--- src/rtl/atmos_light_sched.sv ---
// Frame controller around the atmospheric-light estimator: checks frame geometry,
// collects A with a timeout, smooths/clamps it and offers it to the dehaze core.
module atmos_light_sched #(
  parameter int IMG_W       = 640,
  parameter int IMG_H       = 480,
  parameter int SMOOTH_K    = 2,
  parameter int A_INIT      = 230,
  parameter int A_MIN       = 100,
  parameter int A_MAX       = 250,
  parameter int TIMEOUT_CYC = 1024
) (
  input  logic        clk,
  input  logic        rst,
  input  logic        frame_vsync,
  input  logic        frame_href,
  input  logic        frame_clken,
  input  logic [7:0]  a_result,
  input  logic        a_done,
  output logic [7:0]  cfg_a,
  output logic        cfg_valid,
  input  logic        cfg_ready,
  output logic        geom_err,
  output logic        timeout_err,
  input  logic        err_clr,
  output logic [15:0] frame_cnt,
  output logic [7:0]  drop_cnt
);

  localparam int PW = $clog2(IMG_W) + 1;
  localparam int LW = $clog2(IMG_H) + 1;
  localparam int TW = $clog2(TIMEOUT_CYC) + 1;
  localparam int SW = 8 + SMOOTH_K;

  typedef enum logic [2:0] {WAIT_FRAME, ACTIVE, WAIT_DONE, UPDATE, HANDSHAKE} state_t;

  state_t state, state_next;

  logic          vsync_d, href_d;
  logic          vs_rise, vs_fall, href_fall;
  logic [PW-1:0] pix_cnt;
  logic [LW-1:0] line_cnt, line_cnt_n;
  logic          line_bad, line_bad_n;
  logic          geom_ok;
  logic [TW-1:0] tmo;
  logic          done_pend;
  logic [7:0]    a_lat;
  logic          first_done;
  logic          got_done, tmo_hit, geom_set, tmo_set, drop_inc;
  logic [SW-1:0] a_sum;
  logic [7:0]    a_s, a_clamped;

  assign vs_rise   = frame_vsync & ~vsync_d;
  assign vs_fall   = vsync_d & ~frame_vsync;
  assign href_fall = href_d & ~frame_href;

  // A result that arrived together with the vsync fall counts as already received.
  assign got_done = a_done | done_pend;
  assign tmo_hit  = (tmo == TW'(TIMEOUT_CYC - 1));
  assign geom_set = (state == WAIT_DONE) & got_done & ~geom_ok;
  assign tmo_set  = (state == WAIT_DONE) & ~got_done & tmo_hit;
  assign drop_inc = vs_rise & ((state == WAIT_DONE) | (state == HANDSHAKE));

  assign a_sum     = SW'(cfg_a) * SW'((2 ** SMOOTH_K) - 1) + SW'(a_lat);
  assign a_s       = first_done ? a_sum[SMOOTH_K +: 8] : a_lat;
  assign a_clamped = (a_s < 8'(A_MIN)) ? 8'(A_MIN) :
                     (a_s > 8'(A_MAX)) ? 8'(A_MAX) : a_s;

  // Line bookkeeping including this cycle's href fall, so a line ending together
  // with vsync still counts toward the geometry verdict.
  always_comb begin
    // NOTE: every always_comb output gets a default first so no latch is inferred.
    line_cnt_n = line_cnt;
    line_bad_n = line_bad;
    if (href_fall) begin
      if (pix_cnt != PW'(IMG_W)) line_bad_n = 1'b1;
      if (line_cnt != '1)        line_cnt_n = line_cnt + LW'(1);
    end
  end

  always_comb begin
    state_next = state;
    case (state)
      WAIT_FRAME: if (vs_rise) state_next = ACTIVE;
      ACTIVE:     if (vs_fall) state_next = WAIT_DONE;
      WAIT_DONE: begin
        if (got_done)     state_next = geom_ok ? UPDATE : WAIT_FRAME;
        else if (tmo_hit) state_next = WAIT_FRAME;
      end
      UPDATE:     state_next = HANDSHAKE;
      HANDSHAKE:  if (cfg_valid && cfg_ready) state_next = WAIT_FRAME;
      default:    state_next = WAIT_FRAME;
    endcase
  end

  // NOTE: sequential state uses non-blocking assignments only.
  always_ff @(posedge clk or posedge rst) begin
    if (rst) state <= WAIT_FRAME;
    else     state <= state_next;
  end

  always_ff @(posedge clk or posedge rst) begin
    if (rst) begin
      vsync_d     <= 1'b0;
      href_d      <= 1'b0;
      pix_cnt     <= '0;
      line_cnt    <= '0;
      line_bad    <= 1'b0;
      geom_ok     <= 1'b0;
      tmo         <= '0;
      done_pend   <= 1'b0;
      a_lat       <= '0;
      first_done  <= 1'b0;
      cfg_a       <= 8'(A_INIT);
      cfg_valid   <= 1'b0;
      geom_err    <= 1'b0;
      timeout_err <= 1'b0;
      frame_cnt   <= '0;
      drop_cnt    <= '0;
    end else begin
      vsync_d     <= frame_vsync;
      href_d      <= frame_href;
      geom_err    <= geom_set | (geom_err & ~err_clr);
      timeout_err <= tmo_set | (timeout_err & ~err_clr);
      if (drop_inc && drop_cnt != 8'hFF) drop_cnt <= drop_cnt + 8'd1;

      case (state)
        WAIT_FRAME: begin
          if (vs_rise) begin
            pix_cnt  <= '0;
            line_cnt <= '0;
            line_bad <= 1'b0;
          end
        end
        ACTIVE: begin
          line_cnt <= line_cnt_n;
          line_bad <= line_bad_n;
          if (href_fall)
            pix_cnt <= '0;
          else if (frame_href && frame_clken && pix_cnt != '1)
            pix_cnt <= pix_cnt + PW'(1);
          if (vs_fall) begin
            frame_cnt <= frame_cnt + 16'd1;
            geom_ok   <= ~line_bad_n & (line_cnt_n == LW'(IMG_H));
            tmo       <= '0;
            done_pend <= a_done;
            if (a_done) a_lat <= a_result;
          end
        end
        WAIT_DONE: begin
          if (a_done) a_lat <= a_result;
          if (got_done || tmo_hit) done_pend <= 1'b0;
          else                     tmo       <= tmo + TW'(1);
        end
        UPDATE: begin
          cfg_a      <= a_clamped;
          cfg_valid  <= 1'b1;
          first_done <= 1'b1;
        end
        HANDSHAKE: if (cfg_ready) cfg_valid <= 1'b0;
        default: ;
      endcase
    end
  end

endmodule

--- config.mk ---
export PLATFORM = sky130hd
export DESIGN_NAME = atmos_light_sched
export DESIGN_NICKNAME = d
export VERILOG_FILES = /design/src/rtl/atmos_light_sched.sv
export SDC_FILE = /design/constraint.sdc
export NUM_CORES = 1
export LEC_CHECK = 0
export BUFFER_PORTS_ARGS = -buffer_cell sky130_fd_sc_hd__buf_2
export CAP_MARGIN = 5
export CORE_MARGIN = 3
export CORE_UTILIZATION = 40
export DETAILED_ROUTE_END_ITERATION = 8
export HOLD_SLACK_MARGIN = 0.02
export SYNTH_ARGS = -nofsm -noshare
export SYNTH_HDL_FRONTEND = slang
export SYNTH_SLANG_ARGS = --single-unit
--- constraint.sdc ---
create_clock -name clk -period 3.4 [get_ports clk]
set_input_delay 0.34 -clock clk [delete_from_list [all_inputs] [get_ports clk]]
set_output_delay 0.34 -clock clk [all_outputs]
set_load 0.01 [all_outputs]
; After elaboration in Yosys (flattened, before gate mapping)
; Cells that the tools add are included.
[totals]
ff_bits = 84
output_inout_bits = 35
[classes]
mux = 33
add_sub_neg = 6
multipliers = 1
n_eq_ne = 18
magnitude_cmp = 2
n_bitwise = 22
reduce_logical = 17
[op_table]
columns = cell, count
row1 = two-way mux 11 bit, 5
row2 = one-hot mux 11 bit (2 select lines), 2
row3 = two-way mux 8 bit, 5
row4 = two-way mux 10 bit, 3
row5 = "adder 11 x 1 -> 11 bit, second input constant", 2
row6 = one-hot mux 10 bit (2 select lines), 1
row7 = "adder 16 x 1 -> 16 bit, second input constant", 1
row8 = one-hot mux 8 bit (2 select lines), 1
row9 = two-way mux 3 bit, 5
row10 = one-hot mux 3 bit (5 select lines), 1
row11 = AND 1 bit, 11
row12 = "== test 11 x 10 -> 1 bit, second input constant", 1
row13 = "inequality test 11 x 10 -> 1 bit, second input constant", 1
row14 = "inequality test 11 bit, second input constant", 1
row15 = "adder 10 x 1 -> 10 bit, second input constant", 1
row16 = adder 10 x 8 -> 10 bit, 1
row17 = "== test 10 x 9 -> 1 bit, second input constant", 1
row18 = "multiplier 8 x 2 -> 10 bit, second input constant", 1
row19 = "inequality test 10 bit, second input constant", 1
row20 = AND reduction 3 bit, 3
row21 = "adder 8 x 1 -> 8 bit, second input constant", 1
row22 = "> comparator 8 bit, second input constant", 1
row23 = "< comparator 8 x 7 -> 1 bit, second input constant", 1
row24 = "inequality test 2 bit, second input constant", 4
row25 = 17 further kinds, 44

; Depth between registers and ports, before layout
; Gate-level depths: netlist of the first run.
[depth]
ltp_word = 6
ltp_mapped = 11

; Worst setup path after synthesis of the first run
; Ideal clock, no wire load.
[synth_path]
kind = register -> register
start = register cfg_a[1]
end = register cfg_a[2]
arrival_time_ns = 3.012
slack_ns = 0.303
stages_incl_launch_ff = 12
t_required_ns = 3.316
synth_period_minus_slack_ns = 3.097
path_buffers = 1
path_cell_list = dfstp_2 -> inv_1 -> fa_1 -> nand3b_1 -> fa_1 -> nand2b_1 -> a21oi_1 -> o41ai_1 -> or2_1 -> buf_2 -> o31a_1 -> o32a_2
[synth_between]
elab_chain_cells = 6
[synth_rtl]
columns = item, line_no
row1 = "start, declared", 19  ; output logic [7:0] cfg_a,
row2 = "start signal, assigned", 113  ; cfg_a <= 8'(A_INIT);
row3 = "start signal, assigned", 155  ; cfg_a <= a_clamped;
row4 = multiplier 8 x 2 -> 10 bit *, 63  ; assign a_sum = SW'(cfg_a) * SW'((2 ** SMOOTH_K) - 1) + SW'(a_lat);
row5 = adder 10 x 8 -> 10 bit *, 63
row6 = two-way mux 8 bit *, 64  ; assign a_s = first_done ? a_sum[SMOOTH_K +: 8] : a_lat;
row7 = > comparator 8 bit, 66  ; (a_s > 8'(A_MAX)) ? 8'(A_MAX) : a_s;
row8 = two-way mux 8 bit, 66
row9 = two-way mux 8 bit *, 65  ; assign a_clamped = (a_s < 8'(A_MIN)) ? 8'(A_MIN) :
; Every way passes the cells marked *; elsewhere a longest branch is shown, timed or not.
; A chain may end at the register's enable or synchronous reset.

; Worst setup path after layout of the first run
[layout_path]
start = register cfg_a[1]
end = register cfg_a[0]
; Same word-level chain as after synthesis.

==> impl_metrics.py, run 1 <==
metrics = {
    "yosys": {
        "synth_warnings": 0,
        "yosysUniqueCellTypes": 67,
        "avgSynthCellArea_sq_um": 9.516,
        "synth_edf_count": 0,
        "yosysSeqAreaShare": 0.4344,
        "synth_cells": 510,
        "synthArstFlopShare": 1.000,
        "synth_ff_type": "dfrtp_1",
        "synth_seq_cells": 84,
        "synthesis.area_sq_um": 4853,
        "syn_nets": 547,
    },
    "timing": {
        "finalHoldViolations": 0,
        "fin_ws_ns": 0.2095,
        "setup_viol": 0,
        "fin_crit_ns": 3.191,
        "slew_headroom": 0.5136,
        "skew_ns": 0.01065,
        "final_max_slew_viol_count": 0,
        "rsz0062_at_grt": "no",
        "tightest_slew_ns": 0.7287,
        "max_freq_mhz": 313.4,
        "fin_tns_setup_ns": 0,
        "fin_crit_sh": 0.9384,
    },
    "floorplan": {
        "pin_count": 51,
        "fp.dieH_microns": 116.2,
        "core_area_sq_um": 11610,
        "dieArea_sq_um": 13490,
        "rows": 39,
        "start_util": 0.4179,
        "die_x_microns": 116.2,
    },
    "clocking": {
        "cts_tree": "built",
        "cts.sinks": 84,
        "cts_root_buf": "clkbuf_16",
        "clkTransAtPathRegs_ns": 0.06,
        "cts_buffers": 9,
        "insertion_delay_ns": 0.34,
        "cts_buffer_depth": 2,
        "htreeDepth": 3,
    },
    "pwr": {
        "vdd_drop_max_uv": 342.0,
        "p_total_uw": 5139,
        "powerDensity_nw_per_um2": 930.1,
        "power.leakage_uw": 0.002475,
    },
    "run": {
        "maxCapViolCount": 0,
    },
    "grt": {
        "gr-usage-all-layers": 0.1694,
        "gr-total-overflow": 0,
        "grt_first_pass_wirelength_microns": 18040,
        "first_global_vias": 3784,
        "antenna_found_initial": 0,
        "grt_max_degree": 45,
    },
    "critical_path": {
        "crit_required_ns": 3.62,
        "worstSetupStartpointType": "flop",
        "crit_end": "cfg_a[0]$_DFFE_PP0P_",
        "r2r-start": "cfg_a[1]$_DFFE_PP1P_",
        "slowest_stage": "dfstp_2",
        "worstPathCellList": "inv_1 -> fa_1 -> nand3b_1 -> fa_1 -> nand2b_1 -> a21o_1 -> a211o_1 -> a31oi_1 -> a2111oi_0 -> o41ai_1",
        "worstPathArrival_ns": 3.41,
        "crit_fanout": 4,
        "max_stage_delay_ns": 0.56,
        "r2r_slack_ns": 0.21,
        "endpoint_kind": "flop",
        "crit_start": "cfg_a[1]$_DFFE_PP1P_",
        "cp_common_cell": "fa_1",
        "crit_type": "reg -> reg",
        "ff2ff_path_depth": 10,
        "reg2reg_to": "cfg_a[0]$_DFFE_PP0P_",
    },
    "layout": {
        "area_delta_synth_final_pct": 13.84,
        "drive_above_1_share": 0.1773,
        "final_area_sq_um": 5525,
        "most-common-layout-cells": "dfrtp_1 (79), nand2_1 (57), buf_2 (50)",
        "fillCellCount": 1120,
        "layout_commonest_cell": "dfrtp_1",
        "fin_util": 0.4758,
        "nets": 596,
        "diodes": 0,
    },
    "drt": {
        "via_per_inst": 5.573,
        "drtAntennaViolNets": 0,
        "drtIter0Drc": 235,
        "dr.pass1.iters": 4,
        "vias": 3940,
        "wl_microns": 10720,
        "drc": 0,
        "wl_per_cell_microns": 15.16,
    },
    "place": {
        "io_buffers": 50,
        "finalWeightedCongestion": 0.8766,
        "preCtsSetupSlack_ns": 0.1567,
        "dpl-instance-area_sq_um": 5248,
        "dp_hpwl_microns": 7784,
    },
    "status": {
        "outcome": "finished, final reports clean",
    },
    "min_path": {
        "hold_class": "in -> async",
    },
}
==> timing repair <==
action	in CTS	in global routing
setup endpoints to repair	0	3
gates resized for setup	0	3
setup buffers	0	0
hold buffers	0	0
==> where the power goes <==
| part | leakage, uW | internal [uW] | total (uW) | switching (uW) |
|---|---|---|---|---|
| registers | 0.00111 | 1210 | 1500 | 286 |
| logic | 0.00124 | 1150 | 2750 | 1600 |
| clock network | 0.000131 | 514 | 890 | 376 |
==> critical path, delay by kind of cell (launching register included) <==
family	cells	cell delay [ns]
compound gates	5	1.16
fa+ha+maj	2	0.88
flops	1	0.56
simple gates	2	0.39
buf+inv	1	0.06
==> Yosys cell counts (all sizes together) (4+ instances only) <==
| cell type | instances | area (sq um) |
|---|---|---|
| a211oi | 4 | 30.03 |
| a21o | 4 | 30.03 |
| a21oi | 16 | 80.08 |
| a31oi | 10 | 62.56 |
| and2 | 8 | 51.30 |
| and3 | 11 | 70.07 |
| buf | 10 | 52.55 |
| clkbuf | 5 | 18.77 |
| dfrtp | 79 | 1977 |
| dfstp | 5 | 131.4 |
| fa | 8 | 160.2 |
| ha | 13 | 162.7 |
| inv | 19 | 71.32 |
| mux2 | 12 | 138.9 |
| nand2 | 57 | 214.0 |
| nand2b | 4 | 25.02 |
| nand3 | 21 | 117.6 |
| nand4 | 15 | 93.84 |
| nor2 | 46 | 172.7 |
| nor2b | 9 | 56.30 |
| nor3 | 11 | 60.06 |
| nor3b | 4 | 35.03 |
| o21ai | 41 | 216.5 |
| o31ai | 5 | 37.54 |
| o41ai | 7 | 61.31 |
| or2 | 4 | 25.03 |
| or3 | 6 | 37.54 |
| xnor2 | 16 | 140.1 |
| xor2 | 17 | 148.9 |
==> logic make-up (layout without fill, tap and decap cells) <==
logic type	count (synthesis)	after routing	share of synthesized area
XOR/XNOR	33	33	0.05955
AO/OA/AOI/OAI	115	115	0.1573
buffers and inverters	34	88	0.02939
flip-flops	84	84	0.4344
multiplexers	13	13	0.03068
adder cells (fa/ha/maj)	21	21	0.06651
AND/OR/NAND/NOR	210	210	0.2222
==> cell type report <==
| type | instances | area [sq um] | area share |
|---|---|---|---|
| inverters | 19 | 72.57 | 0.01313 |
| repair buffers | 53 | 285.3 | 0.05163 |
| clock inverters | 2 | 10.01 | 0.001812 |
| multi-input cells | 392 | 2616 | 0.4735 |
| clock buffers | 14 | 254.0 | 0.04597 |
| flip-flops and latches | 84 | 2108 | 0.3816 |
| well taps | 143 | 178.9 | 0.03238 |
==> worst min-delay path by stage <==
stage                                          from                         to  cells past startpoint
after floorplan                          frame_href           href_d$_DFF_PP0_                      0
after global placement    frame_cnt[15]$_DFFE_PP0P_  frame_cnt[15]$_DFFE_PP0P_                      1
after detailed placement  frame_cnt[15]$_DFFE_PP0P_  frame_cnt[15]$_DFFE_PP0P_                      1
after CTS                                       rst          vsync_d$_DFF_PP0_                      2
after global routing                     frame_href           href_d$_DFF_PP0_                      1
final                                           rst          vsync_d$_DFF_PP0_                      2
==> registers in the layout, indices dropped and copies added (netlist names) <==
register	count
geom_ok	1
vsync_d	1
drop_cnt	8
timeout_err	1
frame_cnt	16
a_lat	8
line_bad	1
done_pend	1
state	3
cfg_a	8
line_cnt	10
first_done	1
pix_cnt	11
tmo	11
href_d	1
cfg_valid	1
geom_err	1
==> routing by layer <==
layer / vias to the layer above / part of all wire / global-route usage
li1: 1939 / - / -
met1: 1927 / 0.47 / 0.2214
met2: 60 / 0.48 / 0.2697
met3: 14 / 0.037 / 0.05026
met4: 0 / 0.017 / 0.05955
met5: - / 0 / 0
==> stage by stage <==
stage | hold WS [ns] | std cells
final | 0.09592 | 707
after CTS | 0.1234 | 707
after global placement | 0.4551 | 691
after global routing | 0.1329 | 707
after detailed placement | 0.4574 | 691
after floorplan | 0.3714 | 510
(Power assumes the default switching activity.)
==> run 2, diff against run 1 <==
--- a/config.mk
+++ b/config.mk
@@ -11,6 +11,7 @@
 export CORE_UTILIZATION = 40
 export DETAILED_ROUTE_END_ITERATION = 8
 export HOLD_SLACK_MARGIN = 0.02
+export RECOVER_POWER = 50
 export SYNTH_ARGS = -nofsm -noshare
 export SYNTH_HDL_FRONTEND = slang
 export SYNTH_SLANG_ARGS = --single-unit
==> impl_metrics.py, run 2 (synthesis results as in run 1) <==
metrics = {
    "layout": {
        "final_area_sq_um": 5492,
        "fillCellCount": 1125,
        "area_delta_synth_final_pct": 13.15,
        "reg_top3": "frame_cnt x16, pix_cnt x11, tmo x11",
        "largest_reg_flops": 16,
        "most-common-layout-cells": "dfrtp_1 (79), nand2_1 (57), nor2_1 (46)",
        "drive_above_1_share": 0.1489,
        "diodes": 0,
        "nets": 596,
        "largest_register": "frame_cnt",
        "layout_commonest_cell": "dfrtp_1",
    },
    "grt": {
        "grt_max_degree": 45,
        "grt_first_pass_wirelength_microns": 18040,
        "gr-usage-all-layers": 0.1694,
        "antenna_found_initial": 0,
        "first_global_vias": 3784,
        "gr-total-overflow": 0,
    },
    "place": {
        "io_buffers": 50,
        "finalWeightedCongestion": 0.8766,
        "dpl-instance-area_sq_um": 5248,
        "preCtsSetupSlack_ns": 0.1567,
        "dp_hpwl_microns": 7784,
    },
    "min_path": {
        "hold_class": "in -> reg",
        "worstHoldPathCells": 1,
    },
    "critical_path": {
        "worstSetupStartpointType": "flop",
        "crit_type": "reg -> reg",
        "crit_fanout": 4,
        "max_stage_delay_ns": 0.56,
        "worstPathArrival_ns": 3.42,
        "endpoint_kind": "flop",
        "path_delay_family": "compound AO/OA/AOI/OAI gates",
        "crit_required_ns": 3.62,
        "critPathBufInv": 1,
        "slowest_stage": "dfstp_2",
        "worstPathCellList": "inv_1 -> fa_1 -> nand3b_1 -> fa_1 -> nand2b_1 -> a21o_1 -> a211o_1 -> a31oi_1 -> a2111oi_0 -> o41ai_1",
        "ff2ff_path_depth": 10,
        "cp_common_cell": "fa_1",
        "path_depth": 10,
    },
    "timing": {
        "whs_ns": 0.1572,
        "tightest_slew_ns": 1.800,
        "fin_crit_sh": 0.9396,
        "fin_ws_ns": 0.2054,
        "fin_tns_setup_ns": 0,
        "max_freq_mhz": 313.0,
        "rsz0062_at_grt": "no",
        "finalHoldViolations": 0,
        "setup_viol": 0,
        "fin_crit_ns": 3.195,
        "slew_headroom": -0.2067,
        "final_max_slew_viol_count": 42,
        "skew_ns": 0.01061,
    },
    "clocking": {
        "cts_buffer_depth": 2,
        "htreeDepth": 3,
        "cts_root_buf": "clkbuf_16",
        "post_cts_buffers": 0,
        "cts_tree": "built",
        "clkTransAtPathRegs_ns": 0.06,
        "insertion_delay_ns": 0.34,
        "cts.sinks": 84,
        "cts_buffers": 9,
        "ctsHoldBuffers": 0,
    },
    "pwr": {
        "seqPwrFrac": 0.292,
        "swShare": 0.4400,
        "power_switching_uw": 2259,
        "p_total_uw": 5133,
        "power.leakage_uw": 0.002404,
        "powerDensity_nw_per_um2": 934.7,
        "intPower_uw": 2874,
        "power_frac_comb": 0.535,
        "vdd_drop_max_uv": 341.1,
        "clockPowerShare": 0.174,
    },
    "floorplan": {
        "die_x_microns": 116.2,
        "fp.dieH_microns": 116.2,
        "dieArea_sq_um": 13490,
        "rows": 39,
        "core_area_sq_um": 11610,
        "start_util": 0.4179,
        "pin_count": 51,
    },
    "run": {
        "maxCapViolCount": 1,
    },
    "drt": {
        "drc": 0,
        "wl_microns": 10750,
        "dr.pass1.iters": 4,
        "vias": 3956,
        "drtIter0Drc": 241,
        "via_per_inst": 5.595,
        "drtAntennaViolNets": 0,
        "wl_per_cell_microns": 15.20,
    },
    "status": {
        "outcome": "finished, violations left",
        "violations": "max-capacitance violations, max-slew violations",
    },
}
==> run 2: metal layers <==
| metal | GRT usage | wire [microns] | vias to the layer above |
|---|---|---|---|
| li1 | - | - | 1942 |
| met1 | 0.2214 | 5055 | 1944 |
| met2 | 0.2697 | 5124 | 56 |
| met3 | 0.05026 | 391 | 14 |
| met4 | 0.05955 | 175 | 0 |
| met5 | 0 | 0 | - |
==> run 2: what timing repair did <==
item | in CTS | in global routing
gates resized for setup | 0 | 3
endpoints found under the hold margin | 0 | 0
endpoints found under the setup margin | 0 | 3
==> run 2: final timing paths <==
| path | from | end | slack (ns) |
|---|---|---|---|
| setup reg to reg | cfg_a[1]$_DFFE_PP1P_ | cfg_a[0]$_DFFE_PP0P_ | 0.21 |
| setup / recovery | cfg_a[1]$_DFFE_PP1P_ | cfg_a[0]$_DFFE_PP0P_ | 0.21 |
| max in group asynchronous | rst | tmo[1]$_DFFE_PP0P_ | 1.18 |
| min in group asynchronous | rst | vsync_d$_DFF_PP0_ | 0.44 |
| hold / removal | frame_href | href_d$_DFF_PP0_ | 0.16 |
| hold reg to reg | frame_cnt[15]$_DFFE_PP0P_ | frame_cnt[15]$_DFFE_PP0P_ | 0.47 |
==> run 2: final cells by class <==
cell class                      count  area [sq um]  area share
Clock buffer                       14         254.0     0.04625
Clock inverter                      2         10.01    0.001823
Inverter                           19         72.57     0.01321
Multi-Input combinational cell    392          2616      0.4764
Sequential cell                    84          2108      0.3839
Tap cell                          143         178.9     0.03258
Timing Repair Buffer               53         251.5     0.04580
==> run 2: per-stage QoR <==
stage / util / cells
final: 0.4729 / 707
after global routing: 0.4729 / 707
after CTS: 0.4746 / 707
after detailed placement: 0.4518 / 691
after global placement: 0.4518 / 691
after floorplan: - / 510
==> run 2: power by group through the flow <==
stage | logic, uW | clock network, uW | registers, uW
after floorplan | 2070 | 0 | 1430
after global placement | 2600 | 0 | 1510
after detailed placement | 2650 | 0 | 1510
after CTS | 2670 | 923 | 1500
after global routing | 3110 | 957 | 1550
final | 2740 | 891 | 1500
==> run 2: worst reg2reg max path: cells and delay by family, from the launching register on <==
family | cells | cell delay [ns]
simple gates | 2 | 0.39
buf+inv | 1 | 0.06
fa+ha+maj | 2 | 0.88
compound gates | 5 | 1.18
flops | 1 | 0.56
